**src/rtl/rggen_bus_responder_pkg.sv**
```systemverilog
// rtl/rggen_bus_responder_pkg.sv - shared types and constants for the external register bus responder
package rggen_bus_responder_pkg;

  typedef enum logic [1:0] {
    STATUS_OKAY   = 2'b00,
    STATUS_EXOKAY = 2'b01,
    STATUS_SLVERR = 2'b10,
    STATUS_DECERR = 2'b11
  } status_e;

  typedef enum logic [1:0] {
    ST_IDLE    = 2'b00,
    ST_WAIT    = 2'b01,
    ST_RESPOND = 2'b10
  } state_e;

  localparam int WAIT_COUNTER_WIDTH = 4;

endpackage

```
**src/rtl/rggen_bus_responder_storage.sv**
```systemverilog
// rtl/rggen_bus_responder_storage.sv - word array with byte-strobe write port and combinational read port
module rggen_bus_responder_storage
  import rggen_bus_responder_pkg::*;
#(
  parameter int DATA_WIDTH = 32,
  parameter int WORDS      = 16,
  parameter int IDX_W      = 4
) (
  input  logic                    clk,
  input  logic                    rst_n,
  input  logic                    we_i,
  input  logic [IDX_W-1:0]        windex_i,
  input  logic [DATA_WIDTH/8-1:0] strobe_i,
  input  logic [DATA_WIDTH-1:0]   wdata_i,
  input  logic [IDX_W-1:0]        rindex_i,
  output logic [DATA_WIDTH-1:0]   rdata_o
);

  logic [DATA_WIDTH-1:0] mem_q [WORDS];

  always_ff @(posedge clk) begin
    if (!rst_n) begin
      for (int w = 0; w < WORDS; w++) begin
        mem_q[w] <= '0;
      end
    end else if (we_i) begin
      for (int b = 0; b < DATA_WIDTH/8; b++) begin
        if (strobe_i[b]) begin
          mem_q[windex_i][b*8 +: 8] <= wdata_i[b*8 +: 8];
        end
      end
    end
  end

  assign rdata_o = mem_q[rindex_i];

endmodule

```
**src/rtl/rggen_bus_responder.sv**
```systemverilog
// rtl/rggen_bus_responder.sv - external register bus target with wait states and a strobed register file
// Define RGGEN_BUS_RESPONDER_RANGE_CHECK_EN to answer DECERR for word indices >= WORDS instead of aliasing.
module rggen_bus_responder
  import rggen_bus_responder_pkg::*;
#(
  parameter int DATA_WIDTH    = 32,
  parameter int ADDRESS_WIDTH = 8,
  parameter int WORDS         = 16,
  parameter int WAIT_CYCLES   = 1
) (
  input  logic                     clk,
  input  logic                     rst_n,
  input  logic                     i_valid,
  input  logic                     i_write,
  input  logic                     i_read,
  input  logic [ADDRESS_WIDTH-1:0] i_address,
  input  logic [DATA_WIDTH/8-1:0]  i_strobe,
  input  logic [DATA_WIDTH-1:0]    i_write_data,
  output logic                     o_ready,
  output logic [DATA_WIDTH-1:0]    o_read_data,
  output logic [1:0]               o_status,
  output logic                     o_busy
);

  localparam int STROBE_WIDTH = DATA_WIDTH / 8;
  localparam int OFFSET_BITS  = $clog2(STROBE_WIDTH);
  localparam int INDEX_WIDTH  = ADDRESS_WIDTH - OFFSET_BITS;
  localparam int IDX_W        = (WORDS > 1) ? $clog2(WORDS) : 1;

  state_e                        state_q;
  logic [WAIT_COUNTER_WIDTH-1:0] count_q;
  logic                          write_q;
  logic                          read_q;
  logic [INDEX_WIDTH-1:0]        index_q;
  logic [STROBE_WIDTH-1:0]       strobe_q;
  logic [DATA_WIDTH-1:0]         data_q;
  logic                          commit_q;
  logic                          ready_q;
  logic                          busy_q;
  logic [DATA_WIDTH-1:0]         read_data_q;
  status_e                       status_q;

  logic                   cur_write;
  logic                   cur_read;
  logic [INDEX_WIDTH-1:0] cur_index;
  logic                   in_range;
  logic                   enter_respond_d;
  status_e                resp_status_d;
  logic [DATA_WIDTH-1:0]  resp_data_d;
  logic                   resp_commit_d;
  logic [DATA_WIDTH-1:0]  mem_rdata;

  function automatic logic [IDX_W-1:0] word_sel(input logic [INDEX_WIDTH-1:0] idx);
    if (WORDS == 1) return '0;
    return idx[IDX_W-1:0];
  endfunction

  // With no wait states the response is formed on the capture edge, so the live request is used.
  assign cur_write = (state_q == ST_IDLE) ? i_write : write_q;
  assign cur_read  = (state_q == ST_IDLE) ? i_read  : read_q;
  assign cur_index = (state_q == ST_IDLE) ? i_address[ADDRESS_WIDTH-1:OFFSET_BITS] : index_q;

`ifdef RGGEN_BUS_RESPONDER_RANGE_CHECK_EN
  assign in_range = ({1'b0, cur_index} < (INDEX_WIDTH+1)'(WORDS));
`else
  assign in_range = 1'b1;
`endif

  assign enter_respond_d = ((state_q == ST_IDLE) && i_valid && (WAIT_CYCLES == 0)) ||
                           ((state_q == ST_WAIT) && (count_q == '0));

  always_comb begin
    resp_status_d = STATUS_OKAY;
    resp_data_d   = '0;
    resp_commit_d = 1'b0;
    if (cur_write == cur_read) begin
      resp_status_d = STATUS_SLVERR;
    end else if (!in_range) begin
      resp_status_d = STATUS_DECERR;
    end else if (cur_write) begin
      resp_commit_d = 1'b1;
    end else begin
      resp_data_d = mem_rdata;
    end
  end

  always_ff @(posedge clk) begin
    if (!rst_n) begin
      state_q     <= ST_IDLE;
      count_q     <= '0;
      write_q     <= 1'b0;
      read_q      <= 1'b0;
      index_q     <= '0;
      strobe_q    <= '0;
      data_q      <= '0;
      commit_q    <= 1'b0;
      ready_q     <= 1'b0;
      busy_q      <= 1'b0;
      read_data_q <= '0;
      status_q    <= STATUS_OKAY;
    end else begin
      ready_q <= 1'b0;
      case (state_q)
        ST_IDLE: begin
          if (i_valid) begin
            write_q  <= i_write;
            read_q   <= i_read;
            index_q  <= i_address[ADDRESS_WIDTH-1:OFFSET_BITS];
            strobe_q <= i_strobe;
            data_q   <= i_write_data;
            busy_q   <= 1'b1;
            if (WAIT_CYCLES == 0) begin
              state_q <= ST_RESPOND;
            end else begin
              state_q <= ST_WAIT;
              count_q <= WAIT_COUNTER_WIDTH'(WAIT_CYCLES - 1);
            end
          end
        end
        ST_WAIT: begin
          if (count_q == '0) begin
            state_q <= ST_RESPOND;
          end else begin
            count_q <= count_q - 1'b1;
          end
        end
        ST_RESPOND: begin
          state_q     <= ST_IDLE;
          busy_q      <= 1'b0;
          commit_q    <= 1'b0;
          read_data_q <= '0;
          status_q    <= STATUS_OKAY;
        end
        default: state_q <= ST_IDLE;
      endcase
      if (enter_respond_d) begin
        ready_q     <= 1'b1;
        status_q    <= resp_status_d;
        read_data_q <= resp_data_d;
        commit_q    <= resp_commit_d;
      end
    end
  end

  // The write lands on the edge that closes the RESPOND cycle.
  rggen_bus_responder_storage #(
    .DATA_WIDTH (DATA_WIDTH),
    .WORDS      (WORDS),
    .IDX_W      (IDX_W)
  ) u_storage (
    .clk      (clk),
    .rst_n    (rst_n),
    .we_i     ((state_q == ST_RESPOND) && commit_q),
    .windex_i (word_sel(index_q)),
    .strobe_i (strobe_q),
    .wdata_i  (data_q),
    .rindex_i (word_sel(cur_index)),
    .rdata_o  (mem_rdata)
  );

  assign o_ready     = ready_q;
  assign o_read_data = read_data_q;
  assign o_status    = status_q;
  assign o_busy      = busy_q;

  logic unused_bits;
  assign unused_bits = ^{i_address, index_q, cur_index};

endmodule

```
**config.mk**
```make
export PLATFORM = sky130hd
export DESIGN_NAME = rggen_bus_responder
export DESIGN_NICKNAME = d
export VERILOG_FILES = /design/src/rtl/rggen_bus_responder_pkg.sv /design/src/rtl/rggen_bus_responder_storage.sv /design/src/rtl/rggen_bus_responder.sv
export SDC_FILE = /design/constraint.sdc
export NUM_CORES = 1
export LEC_CHECK = 0
export BUFFER_PORTS_ARGS = -buffer_cell sky130_fd_sc_hd__buf_2
export CAP_MARGIN = 20
export CORE_ASPECT_RATIO = 1.5
export CORE_MARGIN = 1.5
export CORE_UTILIZATION = 54
export CTS_BUF_LIST = sky130_fd_sc_hd__clkbuf_2
export DETAILED_ROUTE_END_ITERATION = 12
export GPL_TIMING_DRIVEN = 0
export HOLD_SLACK_MARGIN = 0.1
export PLACE_DENSITY = 0.76
export REMOVE_ABC_BUFFERS = 1
export SLEW_MARGIN = 20
export SYNTH_ARGS = -nofsm -noshare
export SYNTH_HDL_FRONTEND = slang
export SYNTH_SLANG_ARGS = --single-unit
```
**constraint.sdc**
```tcl
create_clock -name clk -period 2.7 [get_ports clk]
set_clock_uncertainty 0.15 [all_clocks]
set_input_delay 0.54 -clock clk [delete_from_list [all_inputs] [get_ports clk]]
set_output_delay 0.54 -clock clk [all_outputs]
set_load 0.005 [all_outputs]
```
# Word-level counts from Yosys, hierarchy flattened
# Memories as Yosys holds them, arrays and structs flattened.
# Index checks and enable logic that the tools add are counted.
# totals
ff_bits	85
latch_bits	0
ramBits	512
mem_bits_ro	0
in_bits	49
out_inout_bits	36
wordCells	75
mem_count	1
# mem_list
memory	words	word_bits	rd	rd_clocked_by_memory_dff	write_ports	line_no	source
u_storage.mem_q	16	32	1	0	16	rggen_bus_responder_storage.sv:19	logic [DATA_WIDTH-1:0] mem_q [WORDS];
# op_classes
addsub	1
multipliers	0
div	0
n_lt_le_gt_ge	0
eq_ne	6
shifts	0
muxes	43
n_bitwise	0
reduce_logical	12
# op_table
op	n
two-way mux 32 bit	5
OR reduction 32 bit	1
two-way mux 1 bit	25
two-way mux 4 bit	5
two-way mux 2 bit	5
one-hot mux 4 bit (2 select lines)	1
AND reduction 2 bit	3
nonzero test 2 bit	3
zero test 4 bit	1
!= test 2 bit (second input constant)	2
one-hot mux 2 bit (2 select lines)	1
subtractor 4 x 1 -> 4 bit (second input constant)	1
AND reduction 3 bit	1
equality test 2 x 1 -> 1 bit (second input constant)	1
equality test 2 bit (second input constant)	1
logical AND 1 bit	2
zero test 2 bit	1
!= test 2 x 1 -> 1 bit (second input constant)	1
one-hot mux 1 bit (2 select lines)	1
equality test 1 bit	1

# Logic depth before layout (Yosys ltp)
# Gate-level depths: netlist of run 1.
# logic_depth
depth_word	7
mapped_depth	9
depth_no_buf	8

# By module
# Synthesis of run 1 repeated with hierarchy kept, for this count alone.
# unflattened
cells_unflattened	1853
hier_area_um2	25195.4
# by_module_without_submodules
mod	instances	cells_each	area_per_inst_um2	seq_area_each_um2
rggen_bus_responder_storage	1	1527	22137.5	15374.7
rggen_bus_responder	1	326	3057.9	1681.6

# Worst setup path before layout of run 1
# OpenSTA, ideal clock, no wires.
# synth_path
path_type	input port to flip-flop
start	input rst_n
end	memory u_storage.mem_q[15][16] (enable)
setup_ns	0.384
arrival_ns	1.909
required_ns	2.166
setup_slack_ns	0.257
stages	5
path_buffers	1
cell_sequence	inv_1 nor3_1 nand2_1 clkbuf_1 o21ai_0
# synth_rtl
element	line_no	source
start, declared	rggen_bus_responder.sv:12	input logic rst_n,
end, declared	rggen_bus_responder_storage.sv:19	

==> reports/qor.tcl, run 1 <==
set qor(gpl.final_weighted_congestion) 0.8429
set qor(cts.clk_slew.worst_paths_ns) 0.11
set qor(postRouteWirelength_um) 71410
set qor(crit_chain) {nor2b_1 -> nand3_2 -> o21ai_2}
set qor(post-synth-top-area-fraction) 0.5815
set qor(crit_buf_inv) 0
set qor(clock_tree.root_cell) {sky130_fd_sc_hd__clkbuf_2}
set qor(end_kind) {register}
set qor(crit_type) {register to register}
set qor(via_count_of_the_first_global_routing_pass) 19092
set qor(synth_ff_type) {sky130_fd_sc_hd__edfxtp_1}
set qor(detail_route.drc_violations) 0
set qor(crit_path_max_fanout) 12
set qor(finalMaxSlewViolations) 0
set qor(buffer_ports.inserted) 79
set qor(num_vias) 18581
set qor(critical_path.top_delay_family) {simple AND/OR/NAND/NOR gates}
set qor(antenna_violating_nets_post_route) 0
set qor(syn_to_final_growth_pct) 17.21
set qor(crit_required_ns) 3.29
set qor(power_mw) 18.43
set qor(worst_slew_margin_rel) 0.3721
set qor(final-hold-violation-count) 114
set qor(timing.fmax_ghz) 0.3483
set qor(final_worst_slack_ns) -0.1711
set qor(maximum_number_of_pins_on_one_net_before_global_route_repair) 89
set qor(top_cells_by_area_in_the_synthesized_netlist) {sky130_fd_sc_hd__edfxtp_1 (58%), sky130_fd_sc_hd__and2_1 (12%), sky130_fd_sc_hd__dfxtp_1 (6.4%), sky130_fd_sc_hd__mux2i_1 (6.0%), sky130_fd_sc_hd__nand2_1 (4.2%)}
set qor(design.final.nets) 2432
set qor(antenna_violations_before_repair) 2
set qor(timing.final.crit_period_ns) 2.871
set qor(peakVddDrop_uv) 330.8
set qor(num_io_pins) 85
set qor(floorplan_die_height_um) 274.0
set qor(overall_die_width_um) 183.7
set qor(library_cells_used_by_synthesis) 42
set qor(synth.cell_area_mm2) 0.02644
set qor(firstDrtPassIters) 6
set qor(floorplan.core_area_mm2) 0.04856
set qor(worst_r2r_startpoint) {index_q[3]}
set qor(netlist.top_cell.by_area) {sky130_fd_sc_hd__edfxtp_1}
set qor(power.leakage_nw) 11.79
set qor(floorplan.rows) 99
set qor(global_route_usage_over_all_layers) 0.2830
set qor(grt_first_pass_wirelength_um) 105600
set qor(synth_edf_count) 512
set qor(layout_common_cells) {sky130_fd_sc_hd__and2_1 (512), sky130_fd_sc_hd__edfxtp_1 (512), sky130_fd_sc_hd__nand2_1 (288)}
set qor(grt_setup_unrepaired) {true}
set qor(violations_in_the_final_reports) {negative hold slack, negative setup slack}
set qor(crit_start_category) {register}
set qor(die_area_mm2) 0.05033
set qor(crit_path_slowest_cell) {sky130_fd_sc_hd__dfxtp_1}
set qor(status) {finished, violations left}
set qor(startpoint) {index_q[3]}
set qor(hold_path.class) {primary input to register}
set qor(cp.arrival_ns) 3.46
set qor(ratio_of_final_minimum_period_to_clock_period) 1.063
set qor(nFillCells) 3663
set qor(maxCapViolCount) 0
set qor(finalSetupViolCount) 258
set qor(synth-warning-count) 0
set qor(number_of_clock_buffers_inserted_by_tritoncts) 133
set qor(postSynthRegisterBits) 596
set qor(grt_overflow) 0
set qor(synthesis.instances) 2138
set qor(worstMarginPinSlew_ns) 0.9392
set qor(drive_gt1_frac) 0.1804
set qor(h_tree_lvl_count) 4
set qor(detail_route.iter0.violations) 1829
set qor(syn-mean-instance-area_um2) 12.37
set qor(hold_ws_ns) -0.1066
set qor(worst_skew_pair.late_latency_ns) 1.15
set qor(post_drt_wl_per_cell_um) 22.73
set qor(power_density_over_the_cells_mw_per_mm2) 594.6
set qor(start_util) 0.5446
set qor(min_from) {rst_n}
set qor(cts-root-to-sink-buffers) 3
set qor(route.detailed.vias_per_inst) 5.914
set qor(hpwlAfterDp_um) 43100
set qor(async_set_reset_flop_share_out_of_synthesis) 0
set qor(cts_hold_buf) 114
set qor(tritoncts_num_sinks) 596
set qor(critPathMaxStageDelay_ns) 0.72
set qor(yosysSeqAreaShare) 0.6451
set qor(tritoncts) {built}
flip-flops by register name, summed over array words and instances, names as in the netlist:
signal,count
state_q,2
o_read_data,32
o_status,1
index_q,4
o_busy,1
write_q,1
count_q,4
commit_q,1
u_storage.mem_q,512
read_q,1
o_ready,1
strobe_q,4
data_q,32
cell type report:
type                    count  area (um2)  share of cell area
multi-input cells        1398        9306              0.3003
diodes                      3       7.507           0.0002422
clock inverters            46       341.6             0.01102
inverters                   7       26.28           0.0008478
flip-flops and latches    596       17060              0.5506
repair buffers            245        2470             0.07970
well taps                 656       820.8             0.02648
clock buffers             191       955.9             0.03084
Yosys cell counts, drive strengths merged, types with 2 or more instances:
master    n
a21oi    45
a221o    31
a222oi    2
a31oi     2
a32o     31
a32oi    93
and2    513
and3      3
buf      32
clkbuf  110
dfxtp    84
edfxtp  512
ha        2
inv       7
mux2     10
mux2i   158
nand2   293
nand2b    4
nand3     9
nand3b    3
nand4     2
nor2     77
nor2b     4
nor3      2
o21ai    98
xnor2     2
cells by family after synthesis:
group	Yosys count	synth area share
and+or+nand+nor	913	0.1812
DFF	596	0.6451
AOI/OAI and AO/OA	307	0.08428
muxes	168	0.06421
buffers and inverters	149	0.02352
adders and majority gates	2	0.0009462
xor gates and xnor gates	2	0.0006626
other	1	0.0001418
worst reg2reg max path: cells and delay by family, from the launching register on:
family          cells  cell delay, ns
flops               1            0.72
simple gates        2            1.01
compound gates      1            0.62
repair_timing:
item                                    CTS  global route
gates cloned                              6             4
pin swaps                                 5             5
endpoints found under the hold margin   577           512
setup buffers                            15             7
resized for setup                       153            18
setup endpoints to repair              1056           512
where the power goes:
part	internal, mW	total [mW]	leakage, nW	switching, mW
Sequential	10.3	10.6	5.97	0.295
Combinational	0.771	1.89	4.84	1.12
Clock	2.48	5.97	0.975	3.49
worst paths after layout:
kind / endpoint / slack (ns) / depth (start not counted)
setup / recovery: u_storage.mem_q[14][15] / -0.17 / 3
hold reg to reg: write_q / 0.33 / 2
hold / removal: u_storage.mem_q[14][31] / -0.11 / 2
setup reg to reg: u_storage.mem_q[14][15] / -0.17 / 3
per-stage QoR:
stage	TNS (ns)	setup WS [ns]	instance area [um2]	utilization	std cells
after detailed placement	-2461.57	-2.844	27760	0.5718	2757
after global routing	-54.31	-0.2926	30990	0.6381	3140
final	-20.22	-0.1711	30990	0.6382	3142
after floorplan	-330.79	-2.372	25850	-	1996
after global placement	-3905.82	-6.003	27060	0.5573	2731
after CTS	-0.05865	-0.05865	30800	0.6344	3129
layer usage:
layer	track usage	part of all wire	routed length, um
met3	0.05021	0.083	5895
met1	0.3095	0.34	24340
met4	0.1965	0.063	4482
met2	0.4974	0.51	36690
met5	0	0	0
Power figures use the tool's default switching activity.
==> inputs of run 2 (changes only) <==
- clock period: 2.7 -> 3.14 ns (I/O delays scaled with it)
==> run 2 against run 1 <==
The flow finishes with violations (negative setup slack). Core utilization shrank 1.6 points. Hold slack better by 0.30 ns. Maximum frequency decreased by 10%. Via count is 2.1% lower. Clock power shrank 14%. Total power shrank 15%. Combinational power is 21% lower. Clock-buffer cell count is the same. Non-clock buffer count down 48.
==> reports/qor.tcl, run 2 (synthesized netlist as in run 1, its figures left out) <==
set qor(h_tree_lvl_count) 4 ;# unchanged
set qor(final.setup.tns_ns) -0.9755 ;# was -20.22 ns
set qor(worst_r2r_startpoint) {index_q[3]} ;# unchanged
set qor(postPlaceCellArea_mm2) 0.02776 ;# unchanged
set qor(tritoncts_num_sinks) 596 ;# unchanged
set qor(antenna_violations_before_repair) 1 ;# was 2
set qor(grt_setup_unrepaired) {true} ;# unchanged
set qor(maxCapViolCount) 0 ;# unchanged
set qor(crit_start_category) {register} ;# unchanged
set qor(tritoncts) {built} ;# unchanged
set qor(gpl.final_weighted_congestion) 0.8429 ;# unchanged
set qor(hold_ws_ns) 0.1885 ;# was -0.1066 ns
set qor(layout_common_cells) {sky130_fd_sc_hd__and2_1 (512), sky130_fd_sc_hd__edfxtp_1 (512), sky130_fd_sc_hd__nand2_1 (288)} ;# unchanged
set qor(worstMarginPinSlew_ns) 1.157 ;# was 0.9392 ns
set qor(switching_power_mw) 4.143 ;# was 4.910 mW
set qor(die_area_mm2) 0.05033 ;# unchanged
set qor(route.detailed.vias_per_inst) 5.895 ;# was 5.914
set qor(overall_die_width_um) 183.7 ;# unchanged
set qor(grt_first_pass_wirelength_um) 102400 ;# was 105,600 um
set qor(grt_overflow) 0 ;# unchanged
set qor(start_util) 0.5446 ;# unchanged
set qor(floorplan.rows) 99 ;# unchanged
set qor(max_flop_register) {u_storage.mem_q} ;# unchanged
set qor(cp.arrival_ns) 3.72 ;# was 3.46 ns
set qor(ratio_of_final_minimum_period_to_clock_period) 1.022 ;# was 1.063
set qor(end_kind) {register} ;# unchanged
set qor(detail_route.drc_violations) 0 ;# unchanged
set qor(cts.clk_slew.worst_paths_ns) 0.10 ;# was 0.11 ns
set qor(crit_type) {register to register} ;# unchanged
set qor(power_density_over_the_cells_mw_per_mm2) 519.3 ;# was 594.6 mW/mm2
set qor(largest_register_ffs) 512 ;# unchanged
set qor(floorplan_die_height_um) 274.0 ;# unchanged
set qor(crit_path_slowest_cell) {sky130_fd_sc_hd__o21ai_1} ;# was sky130_fd_sc_hd__dfxtp_1
set qor(final-instance-count-excl-fill) 3087 ;# was 3,142
set qor(number_of_instances_on_the_worst_hold_path) 4 ;# was 2
set qor(pre_cts_slack_ns) -2.492 ;# was -2.844 ns
set qor(syn_to_final_growth_pct) 14.26 ;# was 17.21%
set qor(final_worst_slack_ns) -0.06760 ;# was -0.1711 ns
set qor(crit-reg2reg-capture) {u_storage.mem_q[14][23]} ;# was u_storage.mem_q[14][15]
set qor(crit_chain) {nor2b_1 -> nand3_1 -> o21ai_1} ;# was nor2b_1 -> nand3_2 -> o21ai_2
set qor(power.clock.fraction) 0.326 ;# was 0.324
set qor(intPower_mw) 11.55 ;# was 13.52 mW
set qor(hpwlAfterDp_um) 43100 ;# unchanged
set qor(violations_in_the_final_reports) {negative setup slack} ;# was negative hold slack, negative setup slack
set qor(timing.fmax_ghz) 0.3118 ;# was 0.3483 GHz
set qor(area_of_all_placed_cells_without_fillers_mm2) 0.03021 ;# was 0.03099 mm2
set qor(cts-root-to-sink-buffers) 3 ;# unchanged
set qor(comb_power_share) 0.095 ;# was 0.103
set qor(minimum_setup_slack_among_reg_to_reg_paths_ns) -0.07 ;# was -0.17 ns
set qor(final-hold-violation-count) 0 ;# was 114
set qor(pwr-share-seq) 0.579 ;# was 0.573
set qor(antenna_violating_nets_post_route) 0 ;# unchanged
set qor(nFillCells) 3774 ;# was 3,663
set qor(ff_latch_area_mm2) 0.01706 ;# about the same
set qor(post_drt_wl_per_cell_um) 22.18 ;# was 22.73 um
set qor(number_of_clock_buffers_inserted_by_tritoncts) 133 ;# unchanged
set qor(min_from) {i_write_data[9]} ;# was rst_n
set qor(switching_share) 0.2641 ;# was 0.2664
set qor(hold_path.class) {primary input to register} ;# unchanged
set qor(area_of_the_multi_input_gates_mm2) 0.009046 ;# was 0.009306 mm2
set qor(crit_required_ns) 3.65 ;# was 3.29 ns
set qor(num_io_pins) 85 ;# unchanged
set qor(design.final.nets) 2379 ;# was 2,432
set qor(crit_path_max_fanout) 12 ;# unchanged
set qor(clock_tree.root_cell) {sky130_fd_sc_hd__clkbuf_2} ;# unchanged
set qor(via_count_of_the_first_global_routing_pass) 18654 ;# was 19,092
set qor(detail_route.iter0.violations) 1675 ;# was 1,829
set qor(postRouteWirelength_um) 68470 ;# was 71,410 um
set qor(timing.final.crit_period_ns) 3.208 ;# was 2.871 ns
set qor(critPathMaxStageDelay_ns) 0.92 ;# was 0.72 ns
set qor(floorplan.core_area_mm2) 0.04856 ;# unchanged
set qor(maximum_number_of_pins_on_one_net_before_global_route_repair) 89 ;# unchanged
set qor(finalCoreUtilization) 0.6222 ;# was 0.6382
set qor(num_vias) 18198 ;# was 18,581
set qor(power_mw) 15.69 ;# was 18.43 mW
set qor(worst_r2r_path_depth) 3 ;# unchanged
set qor(power.leakage_nw) 11.39 ;# was 11.79 nW
set qor(global_route_usage_over_all_layers) 0.2740 ;# was 0.2830
set qor(worst_hold_path.endpoint) {data_q[9]} ;# was u_storage.mem_q[14][31]
set qor(status) {finished, violations left} ;# unchanged
set qor(firstDrtPassIters) 6 ;# unchanged
set qor(finalSetupViolCount) 26 ;# was 258
set qor(dp.cells) 2757 ;# unchanged
set qor(worst_skew_pair.late_latency_ns) 1.10 ;# was 1.15 ns
set qor(finalMaxSlewViolations) 0 ;# unchanged
set qor(drive_gt1_frac) 0.1621 ;# was 0.1804
set qor(buffer_ports.inserted) 79 ;# unchanged
set qor(peakVddDrop_uv) 259.4 ;# was 330.8 uV
set qor(worst_slew_margin_rel) 0.2266 ;# was 0.3721
-- run 2: cell count changes in the layout (fill, tap and decap cells not counted), moves of 7 or more --
cell,previous run,this run
sky130_fd_sc_hd__o21ai_2,57,45
sky130_fd_sc_hd__o21ai_4,10,3
sky130_fd_sc_hd__buf_4,19,2
sky130_fd_sc_hd__dlygate4sd3_1,114,87
sky130_fd_sc_hd__o21ai_1,16,31
-- run 2: final cells by class --
type	count	share of cell area
Sequential cell	596	0.5646
Antenna cell	1	0.00008283
Tap cell	656	0.02717
Inverter	7	0.0008697
Clock buffer	191	0.03164
Timing Repair Buffer	197	0.06486
Clock inverter	46	0.01131
Multi-Input combinational cell	1393	0.2994
-- run 2: worst max-delay path: cells and delay by family (launching register included) --
family	cells	cell delay, ns
AND/OR/NAND/NOR	2	1.11
AO/OA/AOI/OAI	1	0.92
flip-flops	1	0.62
-- run 2: power by group through the flow --
| stage | clock [mW] | combinational (mW) | sequential (mW) |
|---|---|---|---|
| after detailed placement | 0 | 1.33 | 9.26 |
| after floorplan | 0 | 0.808 | 9.13 |
| final | 5.12 | 1.49 | 9.08 |
| after global placement | 0 | 1.23 | 9.23 |
| after CTS | 5.15 | 1.45 | 9.07 |
| after global routing | 5.51 | 1.57 | 9.11 |
-- run 2: how the worst max path moves through the flow --
stage                     startpoint                 endpoint  slack (ns)  depth (start not counted)
after floorplan           state_q[1]          o_read_data[31]       -1.93                          6
after global placement    state_q[0]           o_read_data[2]       -5.56                          6
after detailed placement       rst_n    u_storage.mem_q[8][1]       -2.49                          6
after CTS                 state_q[0]           o_read_data[9]      0.0003                          8
after global routing      state_q[1]   u_storage.mem_q[4][27]       -0.15                          4
final                     index_q[3]  u_storage.mem_q[14][23]       -0.07                          3
-- run 2: metal layers --
layer,share of wire,global-route usage,up-vias
met5,0,0,-
met4,0.067,0.1894,0
met3,0.073,0.04742,264
met2,0.51,0.4845,895
met1,0.35,0.2982,8860
li1,-,-,8179
-- run 2: repair_timing --
item,CTS,global route
hold buffers,87,2
pin swaps,2,0
hold endpoints to repair,60,104
endpoints found under the setup margin,1056,505
setup buffers,2,0
cloned,0,1
resized for setup,102,15
